$ cat config.mk
export PLATFORM = sky130hd
export DESIGN_NAME = inv_key_schedule
export DESIGN_NICKNAME = d
export VERILOG_FILES = /design/src/rtl/inv_key_schedule.sv
export SDC_FILE = /design/constraint.sdc
export NUM_CORES = 2
export LEC_CHECK = 0
export CORE_MARGIN = 2
export CORE_UTILIZATION = 45
export CTS_CLUSTER_SIZE = 8
export DETAILED_ROUTE_END_ITERATION = 8
export GPL_TIMING_DRIVEN = 0
export PLACE_DENSITY_LB_ADDON = 0.05
export RECOVER_POWER = 25
export SLEW_MARGIN = 15
export SYNTH_ARGS = -nofsm -noshare
export SYNTH_HDL_FRONTEND = slang
export SYNTH_HIERARCHICAL = 1
export SYNTH_SLANG_ARGS = --single-unit
$ cat constraint.sdc
create_clock -name clk -period 37.4 [get_ports clk]
set_input_delay 5.61 -clock clk [delete_from_list [all_inputs] [get_ports clk]]
set_output_delay 5.61 -clock clk [all_outputs]
set_load 0.02 [all_outputs]
$ cat src/rtl/inv_key_schedule.sv
// inv_key_schedule -- backward AES-128 key expansion for the decryption path.
//
// Loaded with the round-10 key, it steps the schedule backward and presents
// round keys 10, 9, ..., 0, one per accepted valid/ready handshake, so the
// inverse cipher never has to hold the full expanded key.
//
// Ports:
//   clk        system clock, all logic on the rising edge
//   rst        synchronous active-high reset
//   start      begin a backward walk (sampled only while idle)
//   last_key   round-10 key, word 0 in [127:96], sampled with start
//   key_ready  consumer accepts round_key this cycle
//   round_key  current round key, word 0 in [127:96]
//   round_idx  round number of round_key (10 down to 0)
//   key_valid  round_key/round_idx valid
//   busy       walk in progress (mirrors key_valid)
//   done       one-cycle pulse after the round-0 key is accepted

// Combinational AES S-box: multiplicative inverse in GF(2^8) followed by the
// affine transform. Computing it keeps the table out of the source; synthesis
// flattens it to logic either way.
module sbox (
    input  logic [7:0] a,
    output logic [7:0] y
);
    function automatic logic [7:0] gf_mul(input logic [7:0] p, input logic [7:0] q);
        logic [7:0] acc;
        logic [7:0] x;
        acc = 8'h00;
        x   = p;
        for (int i = 0; i < 8; i++) begin
            if (q[i]) acc = acc ^ x;
            x = {x[6:0], 1'b0} ^ (x[7] ? 8'h1b : 8'h00);
        end
        return acc;
    endfunction

    logic [7:0] x2, x3, x6, x12, x15, x30, x60, x120, x240, x252, inv;

    // a^254 is the inverse for a != 0 and yields 0 for a == 0, as required.
    always_comb begin
        x2   = gf_mul(a, a);
        x3   = gf_mul(x2, a);
        x6   = gf_mul(x3, x3);
        x12  = gf_mul(x6, x6);
        x15  = gf_mul(x12, x3);
        x30  = gf_mul(x15, x15);
        x60  = gf_mul(x30, x30);
        x120 = gf_mul(x60, x60);
        x240 = gf_mul(x120, x120);
        x252 = gf_mul(x240, x12);
        inv  = gf_mul(x252, x2);
        y    = inv ^ {inv[6:0], inv[7]} ^ {inv[5:0], inv[7:6]}
                   ^ {inv[4:0], inv[7:5]} ^ {inv[3:0], inv[7:4]} ^ 8'h63;
    end
endmodule

module inv_key_schedule (
    input  logic         clk,
    input  logic         rst,
    input  logic         start,
    input  logic [127:0] last_key,
    input  logic         key_ready,
    output logic [127:0] round_key,
    output logic [3:0]   round_idx,
    output logic         key_valid,
    output logic         busy,
    output logic         done
);
    typedef enum logic {IDLE, RUN} state_t;

    state_t       state_reg;
    logic [127:0] round_key_reg;
    logic [3:0]   round_idx_reg;
    logic         key_valid_reg;
    logic         busy_reg;
    logic         done_reg;

    logic [31:0]  k0, k1, k2, k3;
    logic [31:0]  p0, p1, p2, p3;
    logic [31:0]  rot_word;
    logic [31:0]  sub_word;
    logic [7:0]   rcon;
    logic [127:0] prev_key;

    assign k0 = round_key_reg[127:96];
    assign k1 = round_key_reg[95:64];
    assign k2 = round_key_reg[63:32];
    assign k3 = round_key_reg[31:0];

    // Words 1..3 of the previous round fall out of the XOR chain directly;
    // word 3 of the previous round then feeds the SubWord/RotWord path.
    assign p3 = k3 ^ k2;
    assign p2 = k2 ^ k1;
    assign p1 = k1 ^ k0;
    assign rot_word = {p3[23:0], p3[31:24]};

    genvar gi;
    generate
        for (gi = 0; gi < 4; gi++) begin : g_sbox
            sbox u_sbox (
                .a (rot_word[8*gi +: 8]),
                .y (sub_word[8*gi +: 8])
            );
        end
    endgenerate

    // Round constant of the round being undone; zero outside 1..10.
    always_comb begin
        rcon = 8'h00;
        case (round_idx_reg)
            4'd1:    rcon = 8'h01;
            4'd2:    rcon = 8'h02;
            4'd3:    rcon = 8'h04;
            4'd4:    rcon = 8'h08;
            4'd5:    rcon = 8'h10;
            4'd6:    rcon = 8'h20;
            4'd7:    rcon = 8'h40;
            4'd8:    rcon = 8'h80;
            4'd9:    rcon = 8'h1b;
            4'd10:   rcon = 8'h36;
            default: rcon = 8'h00;
        endcase
    end

    assign p0       = k0 ^ sub_word ^ {rcon, 24'h000000};
    assign prev_key = {p0, p1, p2, p3};

    always_ff @(posedge clk) begin
        if (rst) begin
            state_reg     <= IDLE;
            round_key_reg <= '0;
            round_idx_reg <= '0;
            key_valid_reg <= 1'b0;
            busy_reg      <= 1'b0;
            done_reg      <= 1'b0;
        end else begin
            case (state_reg)
                IDLE: begin
                    done_reg <= 1'b0;
                    if (start) begin
                        round_key_reg <= last_key;
                        round_idx_reg <= 4'd10;
                        key_valid_reg <= 1'b1;
                        busy_reg      <= 1'b1;
                        state_reg     <= RUN;
                    end
                end
                RUN: begin
                    // start is deliberately not looked at here.
                    if (key_valid_reg && key_ready) begin
                        if (round_idx_reg == 4'd0) begin
                            key_valid_reg <= 1'b0;
                            busy_reg      <= 1'b0;
                            done_reg      <= 1'b1;
                            state_reg     <= IDLE;
                        end else begin
                            round_key_reg <= prev_key;
                            round_idx_reg <= round_idx_reg - 4'd1;
                        end
                    end
                end
                default: state_reg <= IDLE;
            endcase
        end
    end

    assign round_key = round_key_reg;
    assign round_idx = round_idx_reg;
    assign key_valid = key_valid_reg;
    assign busy      = busy_reg;
    assign done      = done_reg;
endmodule
## Yosys cells after proc, flatten, opt, wreduce, memory -nomap -nowiden

Memory sizes are Yosys's and may differ from the RTL's. A register that Yosys moved wholly into a read port is not among the register bits.
Index checks and enable logic that the tools add are counted.

| word-level totals | value |
|---|---|
| output and inout port bits | 135 |
| logic and storage cells | 1,339 |
| memories | 1 |
| bits in read-only memories | 128 |
| flip-flop bits (word level) | 135 |

| cells by class | value |
|---|---|
| reduce and logical (&&, ||, !) cells | 5 |
| bitwise operators | 642 |
| multiplexer cells | 681 |
| add/sub/neg operators | 1 |
| eq/ne operators | 4 |

Memories:

| memory | words | width | rd ports | clocked after memory_dff | write ports | line | text |
|---|---|---|---|---|---|---|---|
| (name not given) | 16 | 8 | 1 | 1 | 0 | 111 | `case (round_idx_reg)` |

Operator list:

| kind | number |
|---|---|
| 8-bit XOR | 632 |
| 8-bit two-way mux | 352 |
| 5-bit two-way mux | 308 |
| 128-bit two-way mux | 3 |
| 128-bit case mux with 2 select lines | 1 |
| 32-bit XOR | 5 |
| 4-bit two-way mux | 5 |
| 4-bit NOT | 4 |
| 1-bit two-way mux | 8 |
| 4-bit case mux with 2 select lines | 1 |
| 1-bit case mux with 2 select lines | 3 |
| 3-bit AND reduction | 2 |
| 4-bit logical NOT | 1 |
| 2-bit by 1-bit != test with 1-bit output (second input constant) | 2 |
| 2-bit != test (second input constant) | 2 |
| 4-bit by 1-bit subtractor with 4-bit output (second input constant) | 1 |
| 2-bit AND reduction | 1 |
| 1-bit logical AND | 1 |
| 1-bit NOT | 1 |

## Longest topological paths before layout

| depth | value |
|---|---|
| word-level depth | 187 |
| gate-level depth with buffers | 81 |

## Cells and area by module

Netlist, hierarchy kept.

By module, submodules not included:

| module | instances | area an instance (um2) | cells an instance |
|---|---|---|---|
| sbox | 4 | 10,839.1 | 1,346 |
| inv_key_schedule | 1 | 7,933.9 | 982 |

## Least setup slack after synthesis

OpenSTA, ideal clock, no wires.

| path | value |
|---|---|
| path kind | register -> register |
| start point | register round_key_reg[48] (netlist: round_key[48]) |
| end point | register round_key_reg[127] (netlist: round_key[127]) |
| required time | 37.264 ns |
| stages on the path, launching flop included | 73 |
| data arrival time | 18.353 ns |
| slack | 18.911 ns |
| cell sequence | dfxtp_1 > xor2_1 > ha_1 > buf_4 > xor3_1 > nand2_1 > xor2_2 > xnor3_1 > xnor2_1 > and3_1 > a221oi_1 > xor3_1 > inv_2 > buf_1 > ha_1 > clkbuf_1 > nand2_1 > xnor2_1 > (+37 left out) > nor3_1 > xnor2_1 > xnor3_1 > xnor2_2 > xnor2_4 > xor3_1 > buf_2 > nor2_1 > xnor3_1 > xnor3_1 > xor2_1 > xor3_2 > xor3_1 > xnor2_1 > nor2_1 > mux2_2 > a22oi_1 > nor2_1 |

| on the way | value |
|---|---|
| longest elaborated chain between the ends | 179 |
| elaborated cells between the ends (all ways) | 322 |
| those cells by class | 161 x mux; 161 x bitwise |

RTL lines:

| item | line | text |
|---|---|---|
| from (decl) | 73 | `logic [127:0] round_key_reg;` |
| from (signal assigned) | 142 | `round_key_reg <= last_key;` |
| from (signal assigned) | 158 | `round_key_reg <= prev_key;` |
| 32-bit XOR * | 93 | `assign p3 = k3 ^ k2;` |
| net p3[16] | 80 | `logic [31:0] p0, p1, p2, p3;` |
| 8-bit two-way mux | 32 | `if (q[i]) acc = acc ^ x;` |
| 8-bit XOR | 32 |  |
| 8-bit two-way mux | 32 |  |
| 8-bit XOR | 32 |  |
| 8-bit two-way mux | 32 |  |
| 8-bit XOR | 32 |  |
| (+163 left out) | n/a |  |
| 8-bit XOR (2 in a row) | 53 | `y = inv ^ {inv[6:0], inv[7]} ^ {inv[5:0], inv[7:6]}` |
| 8-bit XOR | 54 | `^ {inv[4:0], inv[7:5]} ^ {inv[3:0], inv[7:4]} ^ 8'h63;` |
| 8-bit XOR * | 54 |  |
| net sub_word[31] | 82 | `logic [31:0] sub_word;` |
| 32-bit XOR * (2 in a row) | 126 | `assign p0 = k0 ^ sub_word ^ {rcon, 24'h000000};` |
| 128-bit two-way mux * | 152 | `if (round_idx_reg == 4'd0) begin` |
| 128-bit two-way mux * | 151 | `if (key_valid_reg && key_ready) begin` |
| 128-bit case mux with 2 select lines * | 138 | `case (state_reg)` |

The timed path passes the listed nets; every way through them passes the cells marked *. The select of a mux whose other input is x is not followed.
A chain may end at the register's enable or synchronous reset.

## Worst setup path after layout

| path | value |
|---|---|
| start point | register round_key_reg[48] (netlist: round_key[48]) |
| end point | register round_key_reg[124] (netlist: round_key[124]) |

| on the way | value |
|---|---|
| longest elaborated chain between the ends | 179 |
| elaborated cells between the ends (all ways) | 322 |
| those cells by class | 161 x mux; 161 x bitwise |

RTL lines:

| item | line |
|---|---|
| 32-bit XOR * | 93 |
| net p3[16] | 80 |
| 8-bit two-way mux | 32 |
| 8-bit XOR | 32 |
| 8-bit two-way mux | 32 |
| 8-bit XOR | 32 |
| 8-bit two-way mux | 32 |
| 8-bit XOR | 32 |
| (+163 left out) | n/a |
| 8-bit XOR (2 in a row) | 53 |
| 8-bit XOR | 54 |
| 8-bit XOR * | 54 |
| net sub_word[28] | 82 |
| 32-bit XOR * (2 in a row) | 126 |
| 128-bit two-way mux * | 152 |
| 128-bit two-way mux * | 151 |
| 128-bit case mux with 2 select lines * | 138 |

Marked as above.

==> impl.org <==
** Status
- Status :: finished, final reports clean

** Clock tree
- After clock tree synthesis, the clock-pin slew on the worst setup and hold paths is 0.10 ns.
- Bufs on Longest Clock Path :: 2
- Gates resized, CTS repair :: 0
- TritonCTS sink count :: 143
- After clock tree synthesis, the flow added hold-fix buffers numbering 0.
- Worst-skew pair later-pin latency :: 0.51 ns
- In this run the clock root is driven by a sky130_fd_sc_hd__clkbuf_16.
- The H-tree was split into 4 levels.
- TritonCTS built the clock tree.
- Post CTS Setup Buffer Count :: 0
- Number of buffers created by CTS :: 17

** Floorplanning
- Horiz. Die Dim :: 342 µm
- Pin placement for this block handled 267 I/O pins.
- Chip height :: approximately 340 µm
- Num rows :: 123
- Initial core utilization :: 0.455
- The die covers approximately 0.12 mm².
- CORE AREA :: 0.113 mm²

** Drt
- After detailed routing, the average wire length per cell comes to 21.7 µm.
- Sum of routed wire length over all layers :: 177000 µm
- Dividing the detail-routed via count by the number of cells gives slightly below 6.
- Violation count after the first detailed-route iteration :: 4228
- DRC viols :: 0
- Total iterations of the first detailed-routing run :: 6
- The routed layout has 47389 vias.
- Antenna-violating nets left :: 0

** Global route
- Via count of the first global-routing pass :: 44543
- The first global-routing pass estimated between 200000 and 300000 µm of wire.
- Entering global routing, the biggest net connects 18 pins.
- Grt ovf :: 0
- Total global routing track utilization :: 0.294
- Number of antenna violations at the first check in global routing :: 6

** Critical path
- STA puts the critical path data arrival time at 23.47 ns.
- The most numerous cell type found on the critical path is sky130_fd_sc_hd__xnor2_1.
- In this run the worst path has a maximum fanout of 10.
- The largest individual stage delay along the critical path comes from the cell sky130_fd_sc_hd__xnor2_1.
- Critical path endpoint category :: flip-flop
- Longest individual stage delay on the worst path :: 0.75 ns
- Data on the critical path is required at its endpoint by 37.74 ns.
- Launching element type of the critical path :: flip-flop
- Class of the most critical setup path :: flip-flop to flip-flop
- The worst register-to-register path has a depth of 71.

** Place
- Number of placed instances with taps included :: 8132
- During placement, the flow inserted port buffers numbering 266.
- Routability congestion estimate from global placement :: around 0.94
- After legalization and detailed placement, the total HPWL measured between 100000 and 150000 µm.

** Synthesis
- The number of nets handed over by synthesis was ~6500.
- Synthesis handed over a netlist of roughly 6400 instances.
- Summed over all instances, the cell type with the most area after synthesis is sky130_fd_sc_hd__xnor2_1.
- Synth top area cells :: sky130_fd_sc_hd__xnor2_1 (19%), sky130_fd_sc_hd__xnor3_1 (10%), sky130_fd_sc_hd__xor2_1 (6.3%)
- Yosys Warn Count :: 6
- The share of the Yosys chip area taken by registers is 0.0558.
- Top cells by count, synth :: sky130_fd_sc_hd__xnor2_1 (1100), sky130_fd_sc_hd__nor2_1 (653), sky130_fd_sc_hd__nand2_1 (651)
- The netlist uses about 100 different library cells.
- The share of synthesized area in the top cell type comes to 0.188.
- Yosys mapped a number of flops with a built-in enable equal to 0.
- Mean area per synthesized cell :: 8.06 µm²
- The most used flip-flop cell after synthesis is sky130_fd_sc_hd__dfxtp_1.
- Flop and latch count out of synthesis :: roughly 140
- Most numerous cell in the Yosys netlist :: sky130_fd_sc_hd__xnor2_1
- Summing every instance area after synthesis gives 0.0513 mm².
- For this run, asynchronously set or reset flops after synthesis account for 0.

** STA
- The max-slew violation count is 0.
- For the final routed database, the setup TNS stands at 0 ns.
- Setup repair after global routing missed its margin :: no
- At the pin with the least slew margin, the transition time is 1.32 ns.
- The count of endpoints failing hold in the final timing report is 0.
- For the final database, setup skew stands at 0.0308 ns.
- Peak clock frequency supported by timing :: 43.2 MHz
- In the finished design, the share of the clock period the worst path needs comes to 0.619.
- Setup violations remaining at the end of the flow were counted as 0.
- The worst path in the final design needs a cycle of 23.13 ns, including I/O delays and setup.
- Slew Limit Headroom :: 0.118

** Worst hold path
- Along the worst hold path, the cell count comes to 2.
- The min-delay analysis places its worst path in the category flip-flop to flip-flop.

** Final layout
- For this run, the share of the core covered by cells in the final layout is 0.500.
- Number of filler instances in the final layout :: 11106
- The register with the most flip-flops in the layout has roughly 130 of them.
- From synthesis to final layout, the design area changed by 10.0%.
- Proportion of layout cells with a drive suffix above 1 :: 0.0954
- Cell Count, Final, Fillers Out :: around 8000
- The net count of the finished layout is slightly below 7000.

** Run
- Max-cap violations :: 0
## layer usage
metal / up-vias / GRT usage / part of all wire
met2: 1659 / 0.451 / 0.44
met1: 22650 / 0.418 / 0.46
met3: 207 / 0.0530 / 0.076
li1: 22869 / - / -
met4: 4 / 0.0822 / 0.028
met5: - / 0 / 0.00012
## placed cells by master, fill, tap and decap left out, drive strengths merged, types with 133 or more instances in the layout
cell type,count
a21oi,382
buf,190
clkbuf,213
clkdlybuf4s50,198
dfxtp,143
inv,133
mux2i,188
nand2,659
nor2,678
nor3,162
o21ai,215
xnor2,1228
xnor3,264
xor2,412
## stage by stage
stage                     setup WS, ns  hold WS (ns)  instance area [µm²]
after CTS                        14.47         0.519                56400
after floorplan                  18.91         0.565                51300
after global placement           14.66         0.498                55800
after global routing             12.70         0.548                56400
after detailed placement         14.61         0.511                55800
final                            14.27         0.518                56400
## final timing paths
path	slack, ns	to	from
max	14.27	round_key[124]	round_key[48]
min	0.52	round_key[92]	round_key[92]
max reg2reg	14.27	round_key[124]	round_key[48]
min reg2reg	0.52	round_key[92]	round_key[92]
## critical path: cells and delay by family (launching register included)
family / cells / cell delay [ns]
fa+ha+maj: 6 / 1.82
mux: 3 / 0.87
buf+inv: 13 / 3.12
simple gates: 10 / 2.00
xor+xnor: 32 / 13.19
compound gates: 7 / 1.24
flops: 1 / 0.61
## cells by family (layout without fill, tap and decap cells)
logic type      Yosys count  in the layout  share of synthesized area
compound gates         1305           1305                      0.178
xor+xnor               1972           1972                      0.462
fa+ha+maj                34             34                    0.00829
buf+inv                 509            807                     0.0446
flops                   143            143                     0.0558
mux                     225            225                     0.0448
other cells               0              1                          0
simple gates           2178           2178                      0.206
## cell type report
class                           count  area, µm²  area share
Clock inverter                     15        165     0.00293
Multi-Input combinational cell   5714      46100       0.818
Inverter                          123        462     0.00818
Timing Repair Buffer              266       2660      0.0472
Buffer                            386       1830      0.0325
Clock buffer                       17        425     0.00754
Sequential cell                   143       2860      0.0507
Tap cell                         1500       1880      0.0333
Antenna cell                        1       2.50   0.0000443
Power is left out: the tool's default activity adds up to more than one toggle a clock period on the data nets, which glitch-free logic cannot reach.
